## src/rtl/oam_dma_arbiter_pkg.sv

```systemverilog
// Shared types and constants for the CPU / sprite-DMA bus arbiter.
// Holds the FSM state encoding, the trigger/target addresses and the bus bundle types.
package oam_dma_arbiter_pkg;

    localparam logic [15:0] DMA_REG  = 16'h4014;
    localparam logic [15:0] OAM_PORT = 16'h2004;

    typedef enum logic [2:0] {
        S_IDLE,
        S_WAIT,
        S_HALT,
        S_ALIGN,
        S_RD,
        S_WR
    } state_t;

    typedef struct packed {
        logic r;
        logic w;
    } strobe_t;

    typedef struct packed {
        logic [15:0] a;
        logic [7:0]  d;
        strobe_t     s;
    } bus_t;

    // States in which the DMA engine, not the core, owns the bus.
    function automatic logic owns_bus(state_t st);
        return st inside {S_HALT, S_ALIGN, S_RD, S_WR};
    endfunction

endpackage

```

## src/rtl/oam_dma_arbiter_if.sv

```systemverilog
// Core-side and memory-side bus signals of the arbiter, bundled with modports.
// slave = the arbiter itself, master = whatever drives the core side and returns read data.
interface oam_dma_arbiter_if;
    logic        ce;
    logic [15:0] cpu_A;
    logic [7:0]  cpu_D;
    logic        cpu_R;
    logic        cpu_W;
    logic        cpu_m0;
    logic        cpu_ce;
    logic [15:0] A;
    logic [7:0]  D;
    logic        R;
    logic        W;
    logic [7:0]  I;
    logic        busy;

    modport slave (
        input  ce, cpu_A, cpu_D, cpu_R, cpu_W, cpu_m0, I,
        output cpu_ce, A, D, R, W, busy
    );

    modport master (
        output ce, cpu_A, cpu_D, cpu_R, cpu_W, cpu_m0, I,
        input  cpu_ce, A, D, R, W, busy
    );
endinterface

```

## src/rtl/oam_dma_arbiter_bus_mux.sv

```systemverilog
// Selects which requester drives the shared A/D/R/W bus.
module oam_dma_arbiter_bus_mux
    import oam_dma_arbiter_pkg::*;
(
    input  logic sel,
    input  bus_t cpu_bus,
    input  bus_t dma_bus,
    output bus_t out_bus
);

    assign out_bus = sel ? dma_bus : cpu_bus;

endmodule

```

## src/rtl/oam_dma_arbiter.sv

```systemverilog
// Shares the CPU bus between the 6502 core and the sprite OAM DMA engine.
// A write to DMA_REG freezes the core at its next opcode fetch and copies one page to OAM_PORT.
module oam_dma_arbiter
    import oam_dma_arbiter_pkg::*;
(
    input  logic              clock,
    input  logic              reset_n,
    oam_dma_arbiter_if.slave  bus
);

    state_t     state, state_nx;
    logic [7:0] page, lo, buf_q;
    logic       parity;
    logic       cpu_ce;
    logic       dma_trig;
    bus_t       cpu_bus, dma_bus, out_bus;

    assign dma_trig = bus.cpu_W && (bus.cpu_A == DMA_REG);

    always_ff @(posedge clock or negedge reset_n) begin
        if (!reset_n) state <= S_IDLE;
        else          state <= state_nx;
    end

    // parity free-runs on ce so an odd-aligned stall can be detected at HALT.
    always_ff @(posedge clock or negedge reset_n) begin
        if (!reset_n) begin
            page   <= '0;
            lo     <= '0;
            buf_q  <= '0;
            parity <= 1'b0;
        end else if (bus.ce) begin
            parity <= ~parity;
            case (state)
                S_IDLE: if (dma_trig) begin
                    page <= bus.cpu_D;
                    lo   <= '0;
                end
                S_RD:   buf_q <= bus.I;
                S_WR:   if (lo != 8'hFF) lo <= lo + 8'd1;
                default: ;
            endcase
        end
    end

    always_comb begin
        state_nx   = state;
        cpu_ce     = 1'b0;
        dma_bus.a  = {page, lo};
        dma_bus.d  = buf_q;
        dma_bus.s  = '0;
        unique case (state)
            S_IDLE: begin
                cpu_ce = bus.ce;
                if (bus.ce && dma_trig) state_nx = S_WAIT;
            end
            S_WAIT: begin
                // Core keeps running until it reaches an opcode fetch.
                cpu_ce = bus.ce && !bus.cpu_m0;
                if (bus.ce && bus.cpu_m0) state_nx = S_HALT;
            end
            S_HALT: if (bus.ce) state_nx = parity ? S_ALIGN : S_RD;
            S_ALIGN: if (bus.ce) state_nx = S_RD;
            S_RD: begin
                dma_bus.s.r = 1'b1;
                if (bus.ce) state_nx = S_WR;
            end
            S_WR: begin
                dma_bus.a   = OAM_PORT;
                dma_bus.s.w = 1'b1;
                if (bus.ce) state_nx = (lo == 8'hFF) ? S_IDLE : S_RD;
            end
            default: state_nx = S_IDLE;
        endcase
    end

    assign cpu_bus.a   = bus.cpu_A;
    assign cpu_bus.d   = bus.cpu_D;
    assign cpu_bus.s.r = bus.cpu_R;
    assign cpu_bus.s.w = bus.cpu_W;

    oam_dma_arbiter_bus_mux u_mux (
        .sel     (owns_bus(state)),
        .cpu_bus (cpu_bus),
        .dma_bus (dma_bus),
        .out_bus (out_bus)
    );

    assign bus.A      = out_bus.a;
    assign bus.D      = out_bus.d;
    assign bus.R      = out_bus.s.r;
    assign bus.W      = out_bus.s.w;
    assign bus.cpu_ce = cpu_ce;
    assign bus.busy   = (state != S_IDLE);

endmodule

```

## src/flat_wrapper.sv

```systemverilog
// flat-port wrapper written by rule: the top's interface ports become plain ports
module oam_dma_arbiter_flat import oam_dma_arbiter_pkg::*;
  (clock, reset_n, bus_ce, bus_cpu_A, bus_cpu_D, bus_cpu_R, bus_cpu_W, bus_cpu_m0, bus_I, bus_cpu_ce, bus_A, bus_D, bus_R, bus_W, bus_busy);
  oam_dma_arbiter_if bus_i ();
  input  logic clock;
  input  logic reset_n;
  input wire logic [$bits(bus_i.ce)-1:0] bus_ce;
  input wire logic [$bits(bus_i.cpu_A)-1:0] bus_cpu_A;
  input wire logic [$bits(bus_i.cpu_D)-1:0] bus_cpu_D;
  input wire logic [$bits(bus_i.cpu_R)-1:0] bus_cpu_R;
  input wire logic [$bits(bus_i.cpu_W)-1:0] bus_cpu_W;
  input wire logic [$bits(bus_i.cpu_m0)-1:0] bus_cpu_m0;
  input wire logic [$bits(bus_i.I)-1:0] bus_I;
  output wire logic [$bits(bus_i.cpu_ce)-1:0] bus_cpu_ce;
  output wire logic [$bits(bus_i.A)-1:0] bus_A;
  output wire logic [$bits(bus_i.D)-1:0] bus_D;
  output wire logic [$bits(bus_i.R)-1:0] bus_R;
  output wire logic [$bits(bus_i.W)-1:0] bus_W;
  output wire logic [$bits(bus_i.busy)-1:0] bus_busy;
  assign bus_i.ce = bus_ce;
  assign bus_i.cpu_A = bus_cpu_A;
  assign bus_i.cpu_D = bus_cpu_D;
  assign bus_i.cpu_R = bus_cpu_R;
  assign bus_i.cpu_W = bus_cpu_W;
  assign bus_i.cpu_m0 = bus_cpu_m0;
  assign bus_i.I = bus_I;
  assign bus_cpu_ce = bus_i.cpu_ce;
  assign bus_A = bus_i.A;
  assign bus_D = bus_i.D;
  assign bus_R = bus_i.R;
  assign bus_W = bus_i.W;
  assign bus_busy = bus_i.busy;
  oam_dma_arbiter u_core (.clock(clock), .reset_n(reset_n), .bus(bus_i));
endmodule
```

## config.mk

```make
export PLATFORM = sky130hd
export DESIGN_NAME = oam_dma_arbiter_flat
export DESIGN_NICKNAME = d
export VERILOG_FILES = /design/src/rtl/oam_dma_arbiter_pkg.sv /design/src/rtl/oam_dma_arbiter_if.sv /design/src/rtl/oam_dma_arbiter_bus_mux.sv /design/src/rtl/oam_dma_arbiter.sv /design/src/flat_wrapper.sv
export SDC_FILE = /design/constraint.sdc
export NUM_CORES = 1
export LEC_CHECK = 0
export BUFFER_PORTS_ARGS = -buffer_cell sky130_fd_sc_hd__buf_2
export CORE_UTILIZATION = 48
export DETAILED_ROUTE_END_ITERATION = 6
export PLACE_DENSITY = 0.79
export SLEW_MARGIN = 10
export SYNTH_ARGS = -nofsm -noshare
export SYNTH_HDL_FRONTEND = slang
export SYNTH_SLANG_ARGS = --single-unit
```

## constraint.sdc

```tcl
create_clock -name clock -period 2.5 [get_ports clock]
set_input_delay 0.5 -clock clock [delete_from_list [all_inputs] [get_ports clock]]
set_output_delay 0.5 -clock clock [all_outputs]
set_load 0.05 [all_outputs]
```

Word level (Yosys, flattened, before mapping)
Cells that the tools add are included.
{"block": "word_totals", "reg_bits": 28, "inputBits": 38, "out_inout_bits": 28}
{"block": "op_classes", "n_addsub": 1, "eq_ne": 16, "mux": 17, "bitwise": 1, "n_reduce_logical": 13}
{"operator": "$mux 26", "count": 1}
{"operator": "$mux 3", "count": 8}
{"operator": "$pmux 3 s6", "count": 1}
{"operator": "$eq 16x15->1 const B", "count": 1}
{"operator": "$mux 16", "count": 1}
{"operator": "$mux 8", "count": 2}
{"operator": "$pmux 8 s2", "count": 1}
{"operator": "$add 8x1->8 const B", "count": 1}
{"operator": "$eq 8x8->1 const B", "count": 1}
{"operator": "$ne 2x1->1 const B", "count": 4}
{"operator": "$ne 2x2->1 const B", "count": 4}
{"operator": "$ne 8x8->1 const B", "count": 1}
{"operator": "$eq 3x2->1 const B", "count": 2}
{"operator": "$eq 3x3->1 const B", "count": 2}
{"operator": "$reduce_and 6->1", "count": 1}
{"operator": "$logic_and 1x1->1", "count": 4}
{"operator": "$reduce_and 4->1", "count": 1}
{"operator": "$reduce_bool 4->1", "count": 1}
{"operator": "$eq 3x1->1 const B", "count": 1}
{"operator": "$logic_not 3->1", "count": 1}
{"operator": "$reduce_and 3->1", "count": 1}
{"operator": "$reduce_bool 3->1", "count": 1}
{"operator": "$mux 1", "count": 2}
{"operator": "$pmux 1 s2", "count": 1}
{"operator": "other kinds (4)", "count": 4}

Depth between registers and ports, before layout
Gate-level depths: netlist of run 1.
{"block": "depth", "depth_word": 5, "ltp_mapped": 6}

Hierarchy
Synthesis of run 1 repeated with hierarchy kept, for this count alone.
{"block": "hier_totals", "cells_unflattened": 187, "area_unflattened_um2": 2008.2}
{"module": "oam_dma_arbiter", "instances": 1, "cells_per_inst": 158, "area_each_um2": 1589.0}
{"module": "oam_dma_arbiter_bus_mux", "instances": 1, "cells_per_inst": 29, "area_each_um2": 419.2}

Worst setup path after synthesis of run 1
Ideal clock, no wire load.
{"block": "synth_path", "kind": "input to output", "start": "input port bus_ce", "end": "output port bus_cpu_ce", "arrival_time_ns": 3.062, "t_required_ns": 2.000, "slack_ns": -1.062, "stages": 3, "path_cell_list": "buf_6 inv_1 a2111oi_0"}
{"block": "synth_between", "elab_chain_cells": 2}
{"item": "start: declaration", "line_no": "flat_wrapper.sv:7", "source": "input wire logic [$bits(bus_i.ce)-1:0] bus_ce;"}
{"item": "$logic_and 1x1->1", "line_no": "oam_dma_arbiter.sv:59", "source": "cpu_ce = bus.ce && !bus.cpu_m0;"}
{"item": "$pmux 1 s2 (*)", "line_no": "oam_dma_arbiter.sv:52", "source": "unique case (state)"}
{"item": "end: declaration", "line_no": "flat_wrapper.sv:14", "source": "output wire logic [$bits(bus_i.cpu_ce)-1:0] bus_cpu_ce;"}
Mark *: on every way between the ends. The rest lies on a longest branch, timed or not.

Worst setup path in the final report of run 1
{"block": "layout_path", "start": "register u_core.state[2]", "end": "output port bus_A[10]"}
{"block": "layout_between", "elab_chain_cells": 3, "elab_cells_between_ends": 7, "classes_between": "4 x eq/ne; 2 x mux; 1 x reduce/logical"}
{"item": "start: declaration", "line_no": "oam_dma_arbiter.sv:11", "source": "state_t state, state_nx;"}
{"item": "start signal: assignment", "line_no": "oam_dma_arbiter.sv:22", "source": "else state <= state_nx;"}
{"item": "$eq 3x2->1, or another cell as far along", "line_no": "oam_dma_arbiter_pkg.sv:30", "source": "return st inside {S_HALT, S_ALIGN, S_RD, S_WR};"}
{"item": "$reduce_bool 4->1 or $mux 16 (tied branches)", "line_no": "oam_dma_arbiter_pkg.sv:30, oam_dma_arbiter.sv:52"}
{"item": "$mux 26 (*)", "line_no": "oam_dma_arbiter_bus_mux.sv:11", "source": "assign out_bus = sel ? dma_bus : cpu_bus;"}
{"item": "end: declaration", "line_no": "flat_wrapper.sv:15", "source": "output wire logic [$bits(bus_i.A)-1:0] bus_A;"}
Marked as above.

==> results of run 1 <==
worst paths after layout:
| path | slack (ns) | endpoint |
|---|---|---|
| worst min register to register | 0.53 | u_core.parity |
| worst max register to register | 0.47 | u_core.page[2] |
| min in group clock | 0.39 | u_core.buf_q[3] |
| worst max-delay path | 0.11 | bus_A[10] |
| max in group asynchronous | 1.89 | u_core.state[1] |
| worst min-delay path | 0.16 | u_core.buf_q[3] |
state kept, by name, summed over array words and instances, names as in the netlist:
signal / flops
u_core.parity: 1
u_core.buf_q: 8
u_core.state: 3
u_core.page: 8
u_core.lo: 8
layout by cell type (no fill, tap or decap), types with 4 or more instances in the layout:
cell type	instances
o21ai_0	7
buf_4	9
a22o_1	11
nand2_1	33
nor2_1	4
clkbuf_4	15
buf_2	52
inv_1	5
mux2_2	16
dfrtp_1	27
nand3_1	4
a21oi_1	15
cell families after synthesis:
logic type	after synthesis	synth area share, %
buffers and inverters	16	4.31
xor gates and xnor gates	1	0.521
adders and majority gates	1	0.743
DFF	28	41.6
AOI/OAI and AO/OA	54	21.9
muxes	17	11.3
and+or+nand+nor	65	19.6
per-stage QoR:
step	utilization [%]	worst slack, ns	power [W]
detailed placement	62.3	0.247	0.00255
floorplan	-	0.0109	0.00210
CTS	64.0	0.0497	0.00285
global route	65.8	-0.00527	0.00312
global placement	62.3	0.277	0.00253
finish	65.8	0.108	0.00294
cell type report:
class | count | share of cell area (%)
Multi-Input combinational cell | 138 | 42.6
Sequential cell | 28 | 32.0
Timing Repair Buffer | 74 | 19.5
Tap cell | 46 | 2.62
Clock inverter | 1 | 1.37
Clock buffer | 3 | 1.03
Inverter | 5 | 0.855
worst max-delay path, delay by kind of cell, from the launching register on:
kind	cells	cell delay [ns]
flops	1	0.44
simple gates	2	0.26
compound gates	2	0.27
buf+inv	3	0.60
report_power, final:
group          leakage (nW)  switching, W  internal, W
clock                0.0279      0.000140     0.000162
combinational         0.711       0.00133     0.000608
sequential            0.363      0.000121     0.000572
total                  1.10       0.00160      0.00134
per-layer routing:
layer / vias up / GRT usage, %
met1: 797 / 32.9
met2: 65 / 37.0
met3: 6 / 3.57
met4: 0 / 5.84
li1: 814 / -
met5: - / 0
what timing repair did:
action / CTS / global route
resized for setup: 2 / 20
cloned: 0 / 0
setup endpoints to repair: 19 / 20
setup buffers: 0 / 1
==> out/qor.csv, run 1 <==
metric;value;unit
yosysUniqueCellTypes;44;
worstSetupStartpointType;register;
finalClockSkew;0.00230;ns
grt_max_degree;29;
clock_sinks;28;
dpl_cell_area;0.00208;sq mm
die_h;61.2;microns
relSlewSlack;57.9;%
vias;1682;
ant_nets;0;
io_pins;66;
netlist_instances;182;
fill_cells;282;
power.leakage;1.10;nW
final_area;0.00220;sq mm
wirelength_met1;1950;microns
seq_area;702;sq um
cts_tree;built;
gp_congestion;0.847;
htreeDepth;1;
met2_length;1960;microns
slowest_stage;dfrtp_1;
synth_top_area_share;41.6;%
dp.cells;290;
crit_arrival;1.89;ns
clock-root-buffer;clkbuf_4;
synthTopCellsByCount;33 x nand2_1, 28 x dfrtp_1, 16 x mux2_2;
cpMostUsedCell;buf_4;
cap_violations;0;
critPathMaxFanout;12;
n_antenna_cell;0;
async_reset_ff_share;100;%
grt_pass1_vias;1453;
core_area;0.00334;sq mm
ys_ff_latch;28;
cts_hold_buf;0;
slowest_delay;0.44;ns
tns;0;ns
cp-startpoint;u_core.state[2];
fin_crit_sh;95.7;%
drc;0;
nets;289;
finalNonFillerCells;295;
min_period;2.39;ns
synth.most_common_cell;nand2_1;
yosysSeqAreaShare;41.6;%
port_buffers;65;
power_density;1340;mW/mm^2
wl_per_cell;14.3;microns
worst_slew_pin_slew;0.632;ns
ys_warn_count;0;
ir_drop;0.785;mV
cts_buffers;3;
rows;21;
status;completed;
syn_nets;221;
drive_gt1_share;41.8;%
finalWirelength;4220;microns
crit_path_cell_trace;buf_4 -> nor2b_2 -> nor2_4 -> a21oi_1 -> buf_4 -> a22o_1 -> clkbuf_4;
post_synth.cell_area_avg;9.25;sq um
hpwlAfterDp;3170;microns
ys.flop_type;dfrtp_1;
area_delta_synth_final;30.5;%
syn_area;0.00168;sq mm
finalMaxSlewViolations;0;
worst_hold_slack;0.163;ns
worstSetupPathType;reg2out;
required;2.00;ns
netlist_top_cells_area;dfrtp_1 42%, mux2_2 11%, nand2_1 7.4%;
setup_viol_count_final;0;
grt_usage;23.1;%
synth_top_area_cell;dfrtp_1;
insertion_delay;0.33;ns
r2r-start;u_core.state[1];
wl_met3;247;microns
dieArea;0.00375;sq mm
reg2reg_depth;5;
fmax;418;MHz
hold_class;in2async;
initial_core_util;50.4;%
grt-ovfl-total;0;
hold_violations;0;
grt_pass1_wl;6530;microns
highest_layer;met4;
via_per_inst;5.70;
synth-edff-count;0;
multi_input_area;936;sq um
drt_first_pass_iters;4;
critPathCaptureType;output port;
dr.first_iter.drc_count;82;
antenna_found_initial;0;
die_w;61.2;microns
cts_buffer_depth;2;
path_clk_slew;0.16;ns
Power figures use the tool's default switching activity.
==> run 2: changes to the inputs <==
--- a/config.mk
+++ b/config.mk
@@ -8,6 +8,7 @@
 export BUFFER_PORTS_ARGS = -buffer_cell sky130_fd_sc_hd__buf_2
 export CORE_UTILIZATION = 48
 export DETAILED_ROUTE_END_ITERATION = 6
+export MAX_ROUTING_LAYER = met4
 export PLACE_DENSITY = 0.79
 export SLEW_MARGIN = 10
 export SYNTH_ARGS = -nofsm -noshare
==> run 2 against run 1 <==
  * Non-clock buffer count unchanged
  * Total power about the same
  * Die area unchanged
  * Clock-buffer cell count unchanged
  * Flip-flop and latch count unchanged
  * First-iteration DRC count down 11%
  * Highest routed layer unchanged
  * Design area unchanged
  * Clock power about the same
  * Critical endpoint unchanged
  * Sequential power about the same
  * Setup slack better by 0.0012 ns
  * Critical path depth unchanged
==> out/qor.csv, run 2 (same netlist as run 1, synthesis figures left out) <==
metric;value;unit;change
grt_max_degree;29;;unchanged
core_area;0.00334;sq mm;unchanged
required;2.00;ns;about the same
hpwlAfterDp;3170;microns;unchanged
top_regs;u_core.buf_q (8), u_core.lo (8), u_core.page (8);;
dr.first_iter.drc_count;73;;-11%
dp.cells;290;;unchanged
critPathCaptureType;output port;;
io_pins;66;;unchanged
cap_violations;0;;unchanged
insertion_delay;0.33;ns;about the same
setup_viol_count_final;0;;unchanged
grt-ovfl-total;0;;unchanged
r2r-start;u_core.state[1];;
crit_arrival;1.89;ns;about the same
p_total;0.00294;W;about the same
cts_hold_buf;0;;unchanged
dieArea;0.00375;sq mm;unchanged
fin_crit_sh;95.6;%;about the same
min_period;2.39;ns;-0.00116 ns
cts_buffers;3;;unchanged
ir_drop;0.784;mV;-0.10%
clock-root-buffer;clkbuf_4;;
cp-startpoint;u_core.state[2];;
finalWirelength;4200;microns;-0.36%
final_common_cell;buf_2;;
hold_violations;0;;unchanged
finalMaxSlewViolations;0;;unchanged
status;completed;;
ant_nets;0;;unchanged
cts_buffer_depth;2;;unchanged
grt_usage;23.9;%;+0.74 points
via_per_inst;5.73;;+0.42%
fill_cells;282;;unchanged
die_h;61.2;microns;unchanged
gp_congestion;0.860;;+1.6%
worstSetupPathType;reg2out;;
die_w;61.2;microns;unchanged
path_clk_slew;0.16;ns;about the same
drive_gt1_share;41.8;%;unchanged
power.leakage;1.10;nW;unchanged
nets;289;;unchanged
grt_pass1_vias;1454;;+0.069%
drc;0;;unchanged
finalClockSkew;0.00231;ns;+0.00000650 ns
initial_core_util;50.4;%;unchanged
critPathMaxFanout;12;;unchanged
vias;1689;;+0.42%
drt_first_pass_iters;4;;unchanged
n_antenna_cell;0;;unchanged
worst_slew_pin_slew;0.631;ns;-0.00109 ns
hold_class;in2async;;
relSlewSlack;57.9;%;+0.072 points
fmax;418;MHz;about the same
most-common-layout-cells;52 x buf_2, 33 x nand2_1, 27 x dfrtp_1;;
cts_tree;built;;
finalNonFillerCells;295;;unchanged
worstSetupStartpointType;register;;
wl_per_cell;14.2;microns;-0.36%
power_density;1340;mW/mm^2;about the same
clock_sinks;28;;unchanged
grt_pass1_wl;6520;microns;-0.11%
antenna_found_initial;0;;unchanged
area_delta_synth_final;30.5;%;unchanged
port_buffers;65;;unchanged
htreeDepth;1;;unchanged
rows;21;;unchanged
==> run 2: cell counts in the layout (fill, tap and decap cells not counted) <==
No cell type changed its count.
==> run 2: power by group <==
part           total (W)  internal (W)  switching [W]
registers       0.000693      0.000572       0.000120
clock network   0.000302      0.000162       0.000140
logic            0.00194      0.000608        0.00133
total            0.00294       0.00134        0.00159
==> run 2: final timing paths <==
path / endpoint / depth (start not counted) / slack [ns]
worst max-delay path: bus_A[10] / 7 / 0.11
worst min-delay path: u_core.buf_q[3] / 1 / 0.16
worst max register to register: u_core.page[2] / 5 / 0.47
worst min register to register: u_core.parity / 1 / 0.52
max in group asynchronous: u_core.state[1] / 1 / 1.90
min in group clock: u_core.buf_q[3] / 2 / 0.39
==> run 2: per-stage QoR <==
stage	hold slack (ns)	util [%]	TNS [ns]	cell area (sq um)	worst slack [ns]
after global routing	0.192	65.8	-0.00584	2200	-0.00584
after detailed placement	0.495	62.3	0	2080	0.247
after global placement	0.490	62.3	0	2080	0.277
final	0.162	65.8	0	2200	0.110
after CTS	0.187	64.0	0	2140	0.0497
after floorplan	0.204	-	0	1690	0.0109
==> run 2: cell type report <==
| type | count | area, sq um | area share [%] |
|---|---|---|---|
| flip-flops and latches | 28 | 702 | 32.0 |
| multi-input cells | 138 | 936 | 42.6 |
| well taps | 46 | 57.6 | 2.62 |
| clock buffers | 3 | 22.5 | 1.03 |
| repair buffers | 74 | 429 | 19.5 |
| clock inverters | 1 | 30.0 | 1.37 |
| inverters | 5 | 18.8 | 0.855 |
==> run 2: routing by layer <==
metal / GRT usage (%) / part of all wire (%) / vias up
met5: - / 0 / -
met4: 5.84 / 1.3 / 0
met3: 3.36 / 5.4 / 6
met2: 37.0 / 47 / 65
met1: 33.1 / 47 / 802
li1: - / - / 816
==> run 2: worst max-delay path, cell delays in order (launching register included) <==
cell	delay [ns]
dfrtp_1	0.44
buf_4	0.18
nor2b_2	0.18
nor2_4	0.08
a21oi_1	0.12
buf_4	0.20
a22o_1	0.15
clkbuf_4	0.22
==> run 2: repair_timing <==
action / in CTS / in global routing
endpoints found under the setup margin: 19 / 20
resized for setup: 2 / 20
buffers inserted: 0 / 1
==> run 3: changes to the inputs <==
==> constraint.sdc (replaced) <==
create_clock -name clock -period 3 [get_ports clock]
set_input_delay 0.6 -clock clock [delete_from_list [all_inputs] [get_ports clock]]
set_output_delay 0.6 -clock clock [all_outputs]
set_load 0.05 [all_outputs]
==> run 3 against run 2 <==
  * Die area is the same
  * Worst hold slack gained 0.088 ns
  * Setup slack gained 0.17 ns
  * Critical path depth shrank 2
  * Largest power group unchanged
  * Clock skew grew 0.0032 ns
==> out/qor.csv, run 3 (same netlist as run 1, synthesis figures left out) <==
metric;value;unit;change
status;completed;;
finalClockSkew;0.00552;ns;+0.00321 ns
vias;1639;;-3.0%
cts_setup_buffers;0;;unchanged
power_density;1120;mW/mm^2;-16%
insertion_delay;0.34;ns;about the same
reg2reg_to;u_core.page[5];;
clock-root-buffer;clkbuf_4;;
io_pins;66;;unchanged
n_antenna_cell;0;;unchanged
rsz0062_at_grt;false;;
ir_drop;0.600;mV;-23%
area_delta_synth_final;24.5;%;
r2r-start;u_core.state[1];;
fmax;368;MHz;
hold_violations;0;;unchanged
fill_cells;309;;+9.6%
port_buffers;65;;unchanged
cts_buffer_depth;2;;unchanged
hpwlAfterDp;3060;microns;-3.6%
required;2.40;ns;+0.40 ns
core_area;0.00334;sq mm;unchanged
tns;0;ns;unchanged
slowest_stage;dfrtp_1;;
grt_usage;22.9;%;-1.0 points
grt-ovfl-total;0;;unchanged
grt_pass1_vias;1299;;-11%
finalMaxSlewViolations;0;;unchanged
wl_per_cell;14.1;microns;-0.94%
drc;0;;unchanged
rrSetupSlack;0.87;ns;+0.40 ns
cts_hold_buf;0;;unchanged
cap_violations;0;;unchanged
setup_viol_count_final;0;;unchanged
relSlewSlack;57.8;%;-0.11 points
cts_tree;built;;
p_total;0.00234;W;-20%
drt_first_pass_iters;4;;unchanged
clock_sinks;28;;unchanged
die_w;61.2;microns;unchanged
most-common-layout-cells;65 x buf_2, 33 x nand2_1, 28 x dfrtp_1;;
grt_max_degree;29;;unchanged
slowest_delay;0.54;ns;+0.10 ns
final_common_cell;buf_2;;
power.leakage;1.06;nW;-3.5%
grt_pass1_wl;5990;microns;-8.1%
gp_congestion;0.817;;-5.0%
htreeDepth;1;;unchanged
worst-path-buf-inv;2;;-1
worstSetupPathType;reg2out;;
critPathMaxFanout;21;;+9
critPathCaptureType;output port;;
top_regs;u_core.buf_q (8), u_core.lo (8), u_core.page (8);;
finalWirelength;4080;microns;-3.0%
cts_buffers;3;;unchanged
path_clk_slew;0.16;ns;about the same
crit_arrival;2.12;ns;+0.23 ns
ctsResizeCount;0;;-2
finalNonFillerCells;289;;-2.0%
critPathTopFamily;buffers and inverters;;
dr.first_iter.drc_count;75;;+2.7%
dp.cells;285;;-1.7%
initial_core_util;50.4;%;unchanged
final_util;62.8;%;-3.0 points
dieArea;0.00375;sq mm;unchanged
die_h;61.2;microns;unchanged
nets;283;;-2.1%
rows;21;;unchanged
worst_slew_pin_slew;0.633;ns;+0.00162 ns
via_per_inst;5.67;;-0.95%
ant_nets;0;;unchanged
drive_gt1_share;38.7;%;-3.1 points
crit_path_cell_trace;nor2b_2 -> nor2_1 -> buf_4 -> a22o_1 -> buf_2;;
antenna_found_initial;0;;unchanged
min_period;2.72;ns;
fin_crit_sh;90.6;%;
worst_hold_slack;0.251;ns;+0.0884 ns
worstSetupStartpointType;register;;
hold_class;in2async;;
reg2reg_depth;4;;-1
run 3: cell types whose count changed in the layout (fill, tap and decap cells not counted), sizes merged:
cell    delta
clkbuf    -12
buf        +6
run 3: per-stage QoR:
step,worst slack [ns],instance area (sq um)
after detailed placement,0.586,2040
after CTS,0.184,2090
after global routing,0.0977,2100
after global placement,0.662,2040
after floorplan,0.411,1690
final,0.281,2100
run 3: area by class of cell:
| type | instances | area (sq um) | area share, % |
|---|---|---|---|
| Inverter | 5 | 18.8 | 0.896 |
| Timing Repair Buffer | 68 | 348 | 16.6 |
| Clock inverter | 1 | 30.0 | 1.43 |
| Sequential cell | 28 | 701 | 33.4 |
| Tap cell | 46 | 57.6 | 2.75 |
| Multi-Input combinational cell | 138 | 918 | 43.8 |
| Clock buffer | 3 | 22.5 | 1.07 |
run 3: routing by layer:
layer	GRT usage, %	wire (microns)	vias up
li1	-	-	797
met1	31.2	1930	768
met2	34.2	1830	70
met3	3.99	264	4
met4	8.12	55	0
met5	-	0	-
run 3: worst max-delay path by stage:
stage / from / endpoint / slack [ns] / cells past startpoint
finish: u_core.state[2] / bus_A[3] / 0.28 / 5
global route: u_core.state[2] / bus_A[0] / 0.1 / 6
CTS: u_core.state[2] / bus_A[0] / 0.18 / 6
detailed placement: u_core.state[2] / bus_A[0] / 0.59 / 6
global placement: u_core.state[2] / bus_A[4] / 0.66 / 6
floorplan: u_core.state[0] / bus_A[6] / 0.41 / 4
run 3: worst reg2reg max path, cell delays in order (launching register included):
cell and delay, ns:
dfrtp_1 0.54, nor3_1 0.50, nand2_2 0.25, nor3_4 0.37, mux2_2 0.39
run 3: report_power, final:
part	leakage [nW]	switching (W)	internal (W)
clock	0.0279	0.000118	0.000135
combinational	0.670	0.00107	0.000419
sequential	0.365	0.000121	0.000476
total	1.06	0.00131	0.00103
